`src/rtl/load_store_unit.sv`:
```
// ----------------------------------------------------------------------------
// load_store_unit
//
// Data-memory access stage placed after the single-cycle datapath. A load or
// store seen in IDLE is checked for alignment, formatted onto a word-wide
// valid/ready bus, and held there until the slave answers or the wait budget
// runs out. Stall keeps the PC frozen while the access is in flight; the
// instruction retires on the DONE cycle where ReadData carries the formatted
// load result.
//
// Parameters
//   TIMEOUT        max REQ cycles waiting for bus_ready before aborting (>=1)
//
// Ports
//   clk, reset     rising-edge clock, asynchronous active-low reset
//   MemRead        load request
//   MemWrite       store request (wins when both are high)
//   Funct3         size/sign: 000 b, 001 h, 010 w, 100 bu, 101 hu
//   ALUResult      byte address
//   WriteData      right-aligned store data
//   ReadData       formatted load data (non-zero only in DONE)
//   Stall          high while an access is outstanding
//   MisalignFault  one-cycle pulse on misaligned/unsupported access
//   BusFault       one-cycle pulse (DONE cycle) after a bus timeout
//   bus_*          word-aligned valid/ready memory bus
// ----------------------------------------------------------------------------
module load_store_unit #(
    parameter int TIMEOUT = 255
) (
    input  logic        clk,
    input  logic        reset,
    input  logic        MemRead,
    input  logic        MemWrite,
    input  logic [2:0]  Funct3,
    input  logic [31:0] ALUResult,
    input  logic [31:0] WriteData,
    output logic [31:0] ReadData,
    output logic        Stall,
    output logic        MisalignFault,
    output logic        BusFault,
    output logic [31:0] bus_addr,
    output logic [31:0] bus_wdata,
    output logic [3:0]  bus_be,
    output logic        bus_we,
    output logic        bus_valid,
    input  logic        bus_ready,
    input  logic [31:0] bus_rdata
);

    localparam int CW = (TIMEOUT > 1) ? $clog2(TIMEOUT) : 1;
    localparam logic [CW-1:0] CNT_MAX = CW'(TIMEOUT - 1);

    typedef enum logic [1:0] {
        IDLE = 2'd0,
        REQ  = 2'd1,
        DONE = 2'd2
    } state_t;

    state_t      state_q, state_d;
    logic [CW-1:0] cnt_q, cnt_d;
    logic [31:0] addr_q, addr_d;
    logic [31:0] wdata_q, wdata_d;
    logic [3:0]  be_q, be_d;
    logic        we_q, we_d;
    logic [2:0]  f3_q, f3_d;
    logic [31:0] rdata_q, rdata_d;
    logic        bfault_q, bfault_d;

    // ------------------------------------------------------------------
    // Request decode (meaningful only while IDLE)
    // ------------------------------------------------------------------
    logic        req;
    logic        is_store;
    logic        legal;
    logic [1:0]  off;
    logic [3:0]  req_be;
    logic [31:0] req_wdata;

    assign req      = MemRead | MemWrite;
    assign is_store = MemWrite;
    assign off      = ALUResult[1:0];

    always_comb begin
        legal     = 1'b0;
        req_be    = 4'b0000;
        req_wdata = 32'h0;

        case (Funct3)
            3'b000, 3'b100: legal = 1'b1;
            3'b001, 3'b101: legal = ~off[0];
            3'b010:         legal = (off == 2'b00);
            default:        legal = 1'b0;
        endcase
        // Stores have no signed/unsigned variants
        if (is_store && Funct3[2])
            legal = 1'b0;

        // Lane enables follow the access size for both loads and stores
        case (Funct3[1:0])
            2'b00:   req_be = 4'b0001 << off;
            2'b01:   req_be = off[1] ? 4'b1100 : 4'b0011;
            2'b10:   req_be = 4'b1111;
            default: req_be = 4'b0000;
        endcase

        // Replicate store data on every lane so the slave just uses be
        if (is_store) begin
            case (Funct3[1:0])
                2'b00:   req_wdata = {4{WriteData[7:0]}};
                2'b01:   req_wdata = {2{WriteData[15:0]}};
                default: req_wdata = WriteData;
            endcase
        end
    end

    // ------------------------------------------------------------------
    // Next-state / datapath register inputs
    // ------------------------------------------------------------------
    always_comb begin
        state_d  = state_q;
        cnt_d    = cnt_q;
        addr_d   = addr_q;
        wdata_d  = wdata_q;
        be_d     = be_q;
        we_d     = we_q;
        f3_d     = f3_q;
        rdata_d  = rdata_q;
        bfault_d = bfault_q;

        case (state_q)
            IDLE: begin
                if (req && legal) begin
                    state_d  = REQ;
                    cnt_d    = '0;
                    addr_d   = ALUResult;
                    wdata_d  = req_wdata;
                    be_d     = req_be;
                    we_d     = is_store;
                    f3_d     = Funct3;
                    rdata_d  = 32'h0;
                    bfault_d = 1'b0;
                end
            end
            REQ: begin
                if (bus_ready) begin
                    state_d = DONE;
                    rdata_d = we_q ? 32'h0 : bus_rdata;
                end else if (cnt_q == CNT_MAX) begin
                    // Give up: abort with zero data and flag it in DONE
                    state_d  = DONE;
                    rdata_d  = 32'h0;
                    bfault_d = 1'b1;
                end else begin
                    cnt_d = cnt_q + 1'b1;
                end
            end
            DONE: begin
                // Always return to IDLE; a request still held high here
                // belongs to the retiring instruction and is not reissued.
                state_d = IDLE;
            end
            default: state_d = IDLE;
        endcase
    end

    always_ff @(posedge clk or negedge reset) begin
        if (!reset) begin
            state_q  <= IDLE;
            cnt_q    <= '0;
            addr_q   <= 32'h0;
            wdata_q  <= 32'h0;
            be_q     <= 4'b0000;
            we_q     <= 1'b0;
            f3_q     <= 3'b000;
            rdata_q  <= 32'h0;
            bfault_q <= 1'b0;
        end else begin
            state_q  <= state_d;
            cnt_q    <= cnt_d;
            addr_q   <= addr_d;
            wdata_q  <= wdata_d;
            be_q     <= be_d;
            we_q     <= we_d;
            f3_q     <= f3_d;
            rdata_q  <= rdata_d;
            bfault_q <= bfault_d;
        end
    end

    // ------------------------------------------------------------------
    // Load data formatting (DONE only)
    // ------------------------------------------------------------------
    logic [7:0]  sel_b;
    logic [15:0] sel_h;
    logic [31:0] fmt;

    assign sel_b = rdata_q[{addr_q[1:0], 3'b000} +: 8];
    assign sel_h = addr_q[1] ? rdata_q[31:16] : rdata_q[15:0];

    always_comb begin
        fmt = 32'h0;
        if (!we_q) begin
            case (f3_q)
                3'b000:  fmt = {{24{sel_b[7]}}, sel_b};
                3'b100:  fmt = {24'h0, sel_b};
                3'b001:  fmt = {{16{sel_h[15]}}, sel_h};
                3'b101:  fmt = {16'h0, sel_h};
                3'b010:  fmt = rdata_q;
                default: fmt = 32'h0;
            endcase
        end
    end

    // ------------------------------------------------------------------
    // Outputs
    // ------------------------------------------------------------------
    logic in_idle, in_req, in_done;

    assign in_idle = (state_q == IDLE);
    assign in_req  = (state_q == REQ);
    assign in_done = (state_q == DONE);

    // IDLE-phase outputs are combinational on the request inputs, so they
    // are qualified with reset to keep every output low while it is held.
    assign Stall         = in_req | (in_idle & reset & req & legal);
    assign MisalignFault = in_idle & reset & req & ~legal;
    assign BusFault      = in_done & bfault_q;
    assign ReadData      = in_done ? fmt : 32'h0;

    assign bus_valid = in_req;
    assign bus_addr  = in_req ? {addr_q[31:2], 2'b00} : 32'h0;
    assign bus_wdata = in_req ? wdata_q : 32'h0;
    assign bus_be    = in_req ? be_q : 4'b0000;
    assign bus_we    = in_req & we_q;

endmodule

```
`config.mk`:
```
export PLATFORM = sky130hd
export DESIGN_NAME = load_store_unit
export DESIGN_NICKNAME = d
export VERILOG_FILES = /design/src/rtl/load_store_unit.sv
export SDC_FILE = /design/constraint.sdc
export NUM_CORES = 1
export LEC_CHECK = 0
export ABC_AREA = 1
export BUFFER_PORTS_ARGS = -buffer_cell sky130_fd_sc_hd__clkbuf_2
export CAP_MARGIN = 20
export CORE_MARGIN = 1.5
export CORE_UTILIZATION = 50
export CTS_BUF_LIST = sky130_fd_sc_hd__clkbuf_16
export DETAILED_ROUTE_END_ITERATION = 6
export PLACE_DENSITY = 0.88
export SLEW_MARGIN = 20
export SYNTH_ARGS = -nofsm -noshare
export SYNTH_HDL_FRONTEND = slang
export SYNTH_SLANG_ARGS = --single-unit
export TNS_END_PERCENT = 20
```
`constraint.sdc`:
```
create_clock -name clk -period 1.5 [get_ports clk]
set_input_delay 0.075 -clock clk [delete_from_list [all_inputs] [get_ports clk]]
set_output_delay 0.075 -clock clk [all_outputs]
set_load 0.005 [all_outputs]
```
==> results.sh, run 1 <==
export IMPL_hp_start="WriteData[17]"
export IMPL_min_delay_worst_endpoint="wdata_q[17]"
export IMPL_outcome="complete, but fails checks"
export IMPL_setup_viol=150
export IMPL_wl_um=27810
export IMPL_dp_cells=1262
export IMPL_synth_distinct_cells=35
export IMPL_dp_hpwl_um=12760
export IMPL_firstDrtPassIters=7
export IMPL_avgViaCountPerCell=5.700
export IMPL_gr_total_overflow=0
export IMPL_tightest_slew_ns=0.6550
export IMPL_r2r_setup_slack_ns=-0.25
export IMPL_grt_max_degree=116
export IMPL_rsz0062_at_grt="yes"
export IMPL_endpoint_kind="output pin"
export IMPL_h_tree_depth=4
export IMPL_synth_most_common_cell="nand2_1"
export IMPL_fmax_mhz=409.1
export IMPL_start_kind="register"
export IMPL_ant_nets=0
export IMPL_dieArea_um2=13370
export IMPL_cts_buffers_inserted=17
export IMPL_crit_type="reg2out"
export IMPL_p_leak_nw=5.302
export IMPL_ioPinCount=209
export IMPL_relSlewSlack_pct=56.13
export IMPL_cpMostUsedCell="nand2_2"
export IMPL_rows=40
export IMPL_synth_area_leader_cell="dfrtp_1"
export IMPL_worst_slack_ns=-0.9444
export IMPL_ys_top_cells_by_count="nand2_1 (321), nor2_1 (141), dfrtp_1 (115)"
export IMPL_areaGrowthSynthToFinish_pct=55.67
export IMPL_violations="design-rule violations, negative setup slack"
export IMPL_core_um2=12210
export IMPL_grt_pass1_vias=7092
export IMPL_worstPathMaxFanout=5
export IMPL_track_usage_pct=31.84
export IMPL_cp_arrival_ns=2.37
export IMPL_fin_cells=1399
export IMPL_grt_pass1_wl_um=33020
export IMPL_ys_ff_latch=115
export IMPL_r2r_end="rdata_q[17]"
export IMPL_clkSinkCount=115
export IMPL_finalPower_mw=14.90
export IMPL_yosysTopAreaCellShare_pct=45.36
export IMPL_port_buffers=206
export IMPL_cts_max_path_buffers=2
export IMPL_hp_class="in2reg"
export IMPL_start_util_pct=51.96
export IMPL_drive_above_1_share_pct=32.68
export IMPL_crit_required_ns=1.42
export IMPL_drtIter0Drc=1256
export IMPL_drt_wirelength_per_cell_um=19.88
export IMPL_min_period_ns=2.444
export IMPL_synth_top_cells_by_area="dfrtp_1 (45%), nand2_1 (19%), nor2_1 (8.3%)"
export IMPL_async_flop_share_pct=100.0
export IMPL_cts_root_buf="clkbuf_16"
export IMPL_crit_chain="inv_2 -> nand2_2 -> nand2_2 -> nand2_2 -> o21ai_4 -> nand2_4 -> buf_4 -> a31oi_1 -> clkbuf_2"
export IMPL_slew_violations=0
export IMPL_finalHoldViolations=0
export IMPL_path_clk_slew_ns=0.05
export IMPL_die_h_um=115.7
export IMPL_power_density_nw_per_um2=1508
export IMPL_clock_latency_ns=0.43
export IMPL_die_w_um=115.7
export IMPL_syn_inst=898
export IMPL_finClkSkew_ns=0.01328
export IMPL_seq_area_frac_synth_pct=45.36
export IMPL_fillCellCount=684
export IMPL_r2r_cells=8
export IMPL_grt_antenna_before_repair=1
export IMPL_synth_area_um2=6345
export IMPL_avgSynthCellArea_um2=7.066
export IMPL_synth_flop_cell="dfrtp_1"
export IMPL_vias=7974
export IMPL_maxCapViolations=0
export IMPL_synth_edf_count=0
export IMPL_drc=69
export IMPL_cts_tree="done"
export IMPL_finalCritPeriodShare_pct=163.0
export IMPL_slowest_stage="a31oi_1"
export IMPL_synth_yosys_warnings=0
export IMPL_hold_depth=5
export IMPL_r2r_start="state_q[1]"
export IMPL_ir_drop_mv=0.9468
export IMPL_cpPeakStageDelay_ns=0.49
export IMPL_routabilityCongestion=0.9444
export IMPL_final_net_count=1324
## sequential cells by signal, indices dropped and copies added, names as in the netlist
signal and count:
cnt_q 8, bfault_q 1, f3_q 3, wdata_q 32, rdata_q 32, state_q 2
addr_q 32, be_q 4, we_q 1
## layout make-up
class                           instances  area [um^2]  share of cell area [%]
Multi-Input combinational cell        626         3192                   32.32
Sequential cell                       115         2880                   29.16
Timing Repair Buffer                  348         2683                   27.16
Clock buffer                           17        425.4                   4.307
Inverter                              109        416.7                   4.218
Tap cell                              168        210.2                   2.128
Clock inverter                         14        61.31                  0.6207
Timing Repair inverter                  1        6.256                 0.06334
Antenna cell                            1        2.502                 0.02534
## routing by layer
layer / share of wire, % / wire [um] / track usage, % / vias up
met5: 0.054 / 15 / 0 / -
met4: 8.4 / 2339 / 17.80 / 2
met3: 12 / 3359 / 7.845 / 263
met2: 47 / 13000 / 56.65 / 699
met1: 33 / 9098 / 34.87 / 3603
li1: - / - / - / 3407
## layout by cell type (no fill, tap or decap), types with 24 or more instances in the layout
cell type	count
clkbuf_2	166
buf_4	33
buf_2	32
nor2_1	112
clkbuf_16	25
dlygate4sd3_1	76
nand3_1	24
dfrtp_1	113
inv_1	105
nand2_1	308
## kinds of logic after synthesis
| logic type | count (synthesis) | share of synthesized area, % |
|---|---|---|
| simple gates | 509 | 31.79 |
| fa+ha+maj | 2 | 0.3943 |
| compound gates | 109 | 10.59 |
| buf+inv | 158 | 11.26 |
| other cells | 1 | 0.05910 |
| flops | 115 | 45.36 |
| xor+xnor | 4 | 0.5523 |
## critical path, delay by kind of cell (launching register included)
kind                   cells  cell delay [ns]
AND/OR/NAND/NOR            4             0.41
flip-flops                 1             0.40
buffers and inverters      3             0.56
AO/OA/AOI/OAI              2             0.58
## what timing repair did
| item | CTS | global route |
|---|---|---|
| hold buffers | 76 | 0 |
| gates cloned | 0 | 11 |
| buffers inserted | 6 | 12 |
| setup endpoints to repair | 102 | 199 |
| resized for setup | 23 | 160 |
| endpoints found under the hold margin | 190 | 0 |
| pin swaps | 5 | 15 |
## stage by stage
step / TNS (ns) / hold WS [ns] / util, % / setup slack, ns / area [um^2]
4_1_cts: -22.93 / 0.003411 / 74.32 / -0.3173 / 9076
5_1_grt: -54.90 / 0.01746 / 80.86 / -0.9697 / 9874
2_1_floorplan: 0 / -0.2206 / - / 0.06871 / 6349
3_3_place_gp: 0 / 0.2549 / 62.98 / 0.01864 / 7691
6_report: -40.65 / 0.0009525 / 80.88 / -0.9444 / 9877
3_5_place_dp: -0.03950 / 0.2618 / 62.98 / -0.03353 / 7691
## how the worst max path moves through the flow
stage	from	end	depth (start not counted)
finish	addr_q[1]	ReadData[16]	9
CTS	addr_q[1]	ReadData[26]	7
floorplan	addr_q[1]	ReadData[20]	7
global placement	state_q[0]	rdata_q[23]	7
global route	addr_q[1]	ReadData[16]	9
detailed placement	addr_q[1]	ReadData[26]	7
## power by group
group	total [mW]	switching, mW	internal [mW]
registers	4.93	0.791	4.14
logic	6.56	3.84	2.72
clock network	3.41	1.39	2.02
No activity file was read; power rests on OpenSTA's default activity.
==> inputs of run 2 (changes only) <==
--- a/config.mk
+++ b/config.mk
@@ -9,10 +9,11 @@
 export BUFFER_PORTS_ARGS = -buffer_cell sky130_fd_sc_hd__clkbuf_2
 export CAP_MARGIN = 20
 export CORE_MARGIN = 1.5
-export CORE_UTILIZATION = 50
+export CORE_UTILIZATION = 51
 export CTS_BUF_LIST = sky130_fd_sc_hd__clkbuf_16
 export DETAILED_ROUTE_END_ITERATION = 6
-export PLACE_DENSITY = 0.88
+export PLACE_DENSITY = 0.89
+export SETUP_SLACK_MARGIN = 0.5
 export SLEW_MARGIN = 20
 export SYNTH_ARGS = -nofsm -noshare
 export SYNTH_HDL_FRONTEND = slang
==> results.sh, run 2 (synthesis gave the netlist of run 1 again) <==
export IMPL_outcome="complete, but fails checks"
export IMPL_violations="design-rule violations, negative setup slack"
export IMPL_r2r_setup_slack_ns=-0.26
export IMPL_final_net_count=1336
export IMPL_track_usage_pct=39.95
export IMPL_slowest_stage="dfrtp_2"
export IMPL_rsz0062_at_grt="yes"
export IMPL_start_kind="register"
export IMPL_drive_above_1_share_pct=37.65
export IMPL_endpoint_kind="output pin"
export IMPL_crit_chain="nor2_4 -> nor2_1 -> nor2_4 -> nand2_4 -> buf_12 -> a31oi_2 -> buf_2"
export IMPL_fmax_mhz=509.3
export IMPL_cpMostUsedCell="nor2_4"
export IMPL_ant_nets=0
export IMPL_grt_max_degree=73
export IMPL_dieArea_um2=13120
export IMPL_avgViaCountPerCell=5.784
export IMPL_wl_um=28500
export IMPL_drc=1
export IMPL_power_density_nw_per_um2=1561
export IMPL_firstDrtPassIters=7
export IMPL_cpLargestDelayFamily="flip-flops"
export IMPL_core_um2=12060
export IMPL_crit_cells=7
export IMPL_cpPeakStageDelay_ns=0.46
export IMPL_start_util_pct=52.60
export IMPL_finClkSkew_ns=0.01217
export IMPL_die_h_um=114.5
export IMPL_finalCritPeriodShare_pct=130.9
export IMPL_clock_latency_ns=0.43
export IMPL_cp_endpoint="ReadData[29]"
export IMPL_p_leak_nw=5.423
export IMPL_cp_arrival_ns=1.89
export IMPL_slew_violations=0
export IMPL_die_w_um=114.5
export IMPL_ir_drop_mv=1.335
export IMPL_drt_wirelength_per_cell_um=20.20
export IMPL_clkSinkCount=115
export IMPL_cts_tree="done"
export IMPL_dp_hpwl_um=13370
export IMPL_vias=8161
export IMPL_tns_ns=-55.00
export IMPL_path_clk_slew_ns=0.06
export IMPL_diodes=0
export IMPL_hp_class="in2reg"
export IMPL_worst_slack_ns=-0.4635
export IMPL_min_period_ns=1.963
export IMPL_ioPinCount=209
export IMPL_r2r_start="state_q[1]"
export IMPL_cts_buffers_inserted=17
export IMPL_port_buffers=206
export IMPL_areaGrowthSynthToFinish_pct=64.98
export IMPL_crit_type="reg2out"
export IMPL_cts_max_path_buffers=2
export IMPL_top_regs="addr_q: 32 flops, rdata_q: 32 flops, wdata_q: 32 flops"
export IMPL_finalCoreUtilization_pct=86.78
export IMPL_grt_pass1_vias=7866
export IMPL_finalHoldViolations=0
export IMPL_drtIter0Drc=1327
export IMPL_crit_buf_inv=2
export IMPL_h_tree_depth=4
export IMPL_gr_total_overflow=0
export IMPL_critical_path_startpoint="f3_q[0]"
export IMPL_grt_antenna_before_repair=0
export IMPL_maxCapViolations=0
export IMPL_r2r_end="wdata_q[25]"
export IMPL_final_cell_mix="nand2_1 (308), clkbuf_2 (173), dfrtp_1 (111), inv_1 (98), dlygate4sd3_1 (86)"
export IMPL_grt_pass1_wl_um=39990
export IMPL_routabilityCongestion=0.9278
export IMPL_r2r_cells=10
export IMPL_final_common_cell="nand2_1"
export IMPL_crit_required_ns=1.42
export IMPL_cts_root_buf="clkbuf_16"
export IMPL_worstPathMaxFanout=12
export IMPL_setup_viol=215
export IMPL_rows=40
==> run 2: cell count changes in the layout (fill, tap and decap cells not counted), sizes merged <==
| cell | change |
|---|---|
| bufinv | +6 |
| clkinv | -1 |
| clkinvlp | +2 |
| inv | -7 |
| buf | +2 |
| dlygate4sd3 | +10 |
| diode | -1 |
| clkbuf | +1 |
==> run 2: worst min-delay path by stage <==
| stage | start | end | slack [ns] | cells past startpoint |
|---|---|---|---|---|
| 3_3_place_gp | reset | rdata_q[23] | 0.19 | 2 |
| 6_report | WriteData[19] | wdata_q[19] | 0.02 | 5 |
| 2_1_floorplan | reset | addr_q[0] | -0.22 | 0 |
| 5_1_grt | WriteData[9] | wdata_q[9] | 0.03 | 4 |
| 3_5_place_dp | reset | wdata_q[17] | 0.20 | 2 |
| 4_1_cts | ALUResult[1] | be_q[3] | 0.002 | 3 |
==> run 2: timing repair <==
item,4_1_cts,5_1_grt
hold buffers,86,0
pin swaps,15,20
endpoints found under the hold margin,200,0
setup buffers,16,5
gates resized for setup,80,125
cloned,6,3
endpoints found under the setup margin,218,261
==> run 2: layer usage <==
layer / routed length, um / track usage, % / vias up
met2: 13650 / 67.11 / 755
met1: 9296 / 43.23 / 3751
met4: 2287 / 28.17 / 0
met3: 3264 / 11.81 / 228
met5: 0 / 0 / -
li1: - / - / 3427
==> run 2: where the power goes <==
group | internal, mW | switching [mW] | total, mW
registers | 4.14 | 0.783 | 4.92
logic | 2.77 | 4.00 | 6.77
clock network | 3.10 | 1.55 | 4.64
total | 10.0 | 6.33 | 16.3
==> run 2: layout make-up <==
class / instances / area, um^2
clock buffer: 17 / 425.4
timing repair buffer: 361 / 2793
fill: 514 / 1594
tap: 168 / 210.2
sequential: 115 / 2883
inverter: 109 / 419.2
multi-input combinational: 626 / 3501
clock inverter: 15 / 236.5
==> run 2: worst min-delay path, stage by stage <==
cell,delay [ns]
clkbuf_2,0.09
nand2_1,0.06
o21ai_0,0.07
nand2_1,0.05
nand2_1,0.06
==> run 2: through the flow <==
step / cell area, um^2 / hold slack (ns) / power (mW) / worst slack [ns] / std cells
final: 10470 / 0.01658 / 16.34 / -0.4635 / 1411
after global routing: 10470 / 0.03370 / 16.98 / -0.6876 / 1411
after CTS: 10060 / 0.002208 / 15.08 / -0.3671 / 1403
after detailed placement: 7908 / 0.1992 / 9.296 / 0.007635 / 1263
after global placement: 7908 / 0.1918 / 9.135 / -0.005851 / 1263
after floorplan: 6594 / -0.2206 / 7.585 / 0.1256 / 899
==> inputs of run 3 (changes only) <==
--- a/config.mk
+++ b/config.mk
@@ -12,6 +12,7 @@
 export CORE_UTILIZATION = 51
 export CTS_BUF_LIST = sky130_fd_sc_hd__clkbuf_16
 export DETAILED_ROUTE_END_ITERATION = 6
+export MAX_ROUTING_LAYER = met4
 export PLACE_DENSITY = 0.89
 export SETUP_SLACK_MARGIN = 0.5
 export SLEW_MARGIN = 20
==> results.sh, run 3 (synthesis gave the netlist of run 1 again) <==
export IMPL_outcome="complete, but fails checks"
export IMPL_violations="design-rule violations, negative setup slack"
export IMPL_routabilityCongestion=0.9817
export IMPL_dp_hpwl_um=13270
export IMPL_finalCritPeriodShare_pct=142.9
export IMPL_grt_max_degree=60
export IMPL_maxCapViolations=0
export IMPL_drt_wirelength_per_cell_um=22.33
export IMPL_start_util_pct=52.60
export IMPL_grt_antenna_before_repair=3
export IMPL_final_net_count=1336
export IMPL_finalCoreUtilization_pct=87.76
export IMPL_min_period_ns=2.143
export IMPL_power_density_nw_per_um2=1526
export IMPL_fillCellCount=527
export IMPL_port_buffers=206
export IMPL_die_w_um=114.5
export IMPL_relSlewSlack_pct=42.48
export IMPL_final_cell_mix="nand2_1 (307), clkbuf_2 (162), dfrtp_1 (112), inv_1 (105), dlygate4sd3_1 (83)"
export IMPL_ioPinCount=209
export IMPL_slew_violations=0
export IMPL_core_um2=12060
export IMPL_setup_viol=214
export IMPL_rows=40
export IMPL_tns_ns=-56.25
export IMPL_ant_nets=0
export IMPL_cts_buffers_inserted=17
export IMPL_multi_input_area_um2=3622
export IMPL_dp_cells=1265
export IMPL_tightest_slew_ns=0.8628
export IMPL_r2r_start="state_q[1]"
export IMPL_regArea_um2=2882
export IMPL_cts_max_path_buffers=2
export IMPL_firstDrtPassIters=7
export IMPL_start_kind="register"
export IMPL_hp_class="in2async"
export IMPL_r2r_end="wdata_q[29]"
export IMPL_vias=8466
export IMPL_p_leak_nw=5.438
export IMPL_clock_latency_ns=0.42
export IMPL_crit_type="reg2out"
export IMPL_finalHoldViolations=0
export IMPL_grt_pass1_vias=7727
export IMPL_ir_drop_mv=0.9732
export IMPL_finClkSkew_ns=0.009639
export IMPL_cp_arrival_ns=2.07
export IMPL_h_tree_depth=4
export IMPL_dieArea_um2=13120
export IMPL_cts_tree="done"
export IMPL_wl_um=31530
export IMPL_track_usage_pct=40.70
export IMPL_pre_cts_ws_ns=-0.02519
export IMPL_grt_pass1_wl_um=39140
export IMPL_final_common_cell="nand2_1"
export IMPL_avgViaCountPerCell=5.996
export IMPL_drtIter0Drc=1199
export IMPL_worst_slack_ns=-0.6429
export IMPL_gr_total_overflow=0
export IMPL_worstPathMaxFanout=7
export IMPL_drive_above_1_share_pct=37.95
export IMPL_top_regs="addr_q: 32 flops, rdata_q: 32 flops, wdata_q: 32 flops"
export IMPL_areaGrowthSynthToFinish_pct=66.83
export IMPL_cts_root_buf="clkbuf_16"
export IMPL_path_clk_slew_ns=0.06
export IMPL_clkSinkCount=115
export IMPL_crit_required_ns=1.42
export IMPL_die_h_um=114.5
export IMPL_r2r_cells=9
export IMPL_whs_ns=0.01606
export IMPL_fin_cells=1412
export IMPL_endpoint_kind="output pin"
export IMPL_r2r_setup_slack_ns=-0.50
export IMPL_drc=56
export IMPL_fmax_mhz=466.7
export IMPL_rsz0062_at_grt="yes"
-- run 3: layer usage --
layer  GRT usage, %  wire length, um
met5              -                0
met1          42.74             9867
met2          68.14            14680
met4          26.25             3111
met3          10.38             3872
-- run 3: per-stage QoR --
step	area [um^2]	power [mW]
2_1_floorplan	6594	7.585
3_3_place_gp	7948	9.182
3_5_place_dp	7948	9.339
4_1_cts	9804	13.99
5_1_grt	10590	16.65
6_report	10590	16.15
-- run 3: worst max path at each step --
stage,startpoint,end,slack (ns),cells past startpoint
detailed placement,addr_q[1],ReadData[25],-0.03,8
finish,addr_q[1],ReadData[23],-0.64,8
CTS,f3_q[0],ReadData[7],-0.38,8
global route,addr_q[1],ReadData[16],-0.85,9
floorplan,addr_q[1],ReadData[20],0.13,7
global placement,state_q[1],ReadData[25],0.02,8
-- run 3: report_power, final --
group | total [mW] | internal, mW | switching (mW)
Sequential | 4.97 | 4.14 | 0.827
Clock | 3.83 | 2.36 | 1.46
Combinational | 7.36 | 2.93 | 4.43
-- run 3: critical path, cell delays in order, from the launching register on --
cell and delay [ns]:
dfrtp_1 0.40, inv_2 0.10, nand2_2 0.07, o21ai_2 0.09
o21ai_4 0.23, nand2_4 0.12, buf_12 0.16, a31oi_1 0.27
clkbuf_2 0.20
-- run 3: timing repair --
item / CTS / global route
hold buffers: 84 / 0
cloned: 4 / 8
endpoints found under the setup margin: 218 / 320
pin swaps: 22 / 21
endpoints found under the hold margin: 198 / 0
resized for setup: 86 / 166
setup buffers: 11 / 7
-- run 3: layout make-up --
type,count,area share (%)
clock buffers,17,4.019
multi-input cells,626,34.22
diodes,3,0.07092
flip-flops and latches,115,27.22
clock inverters,13,1.005
repair buffers,361,27.54
inverters,109,3.936
well taps,168,1.986
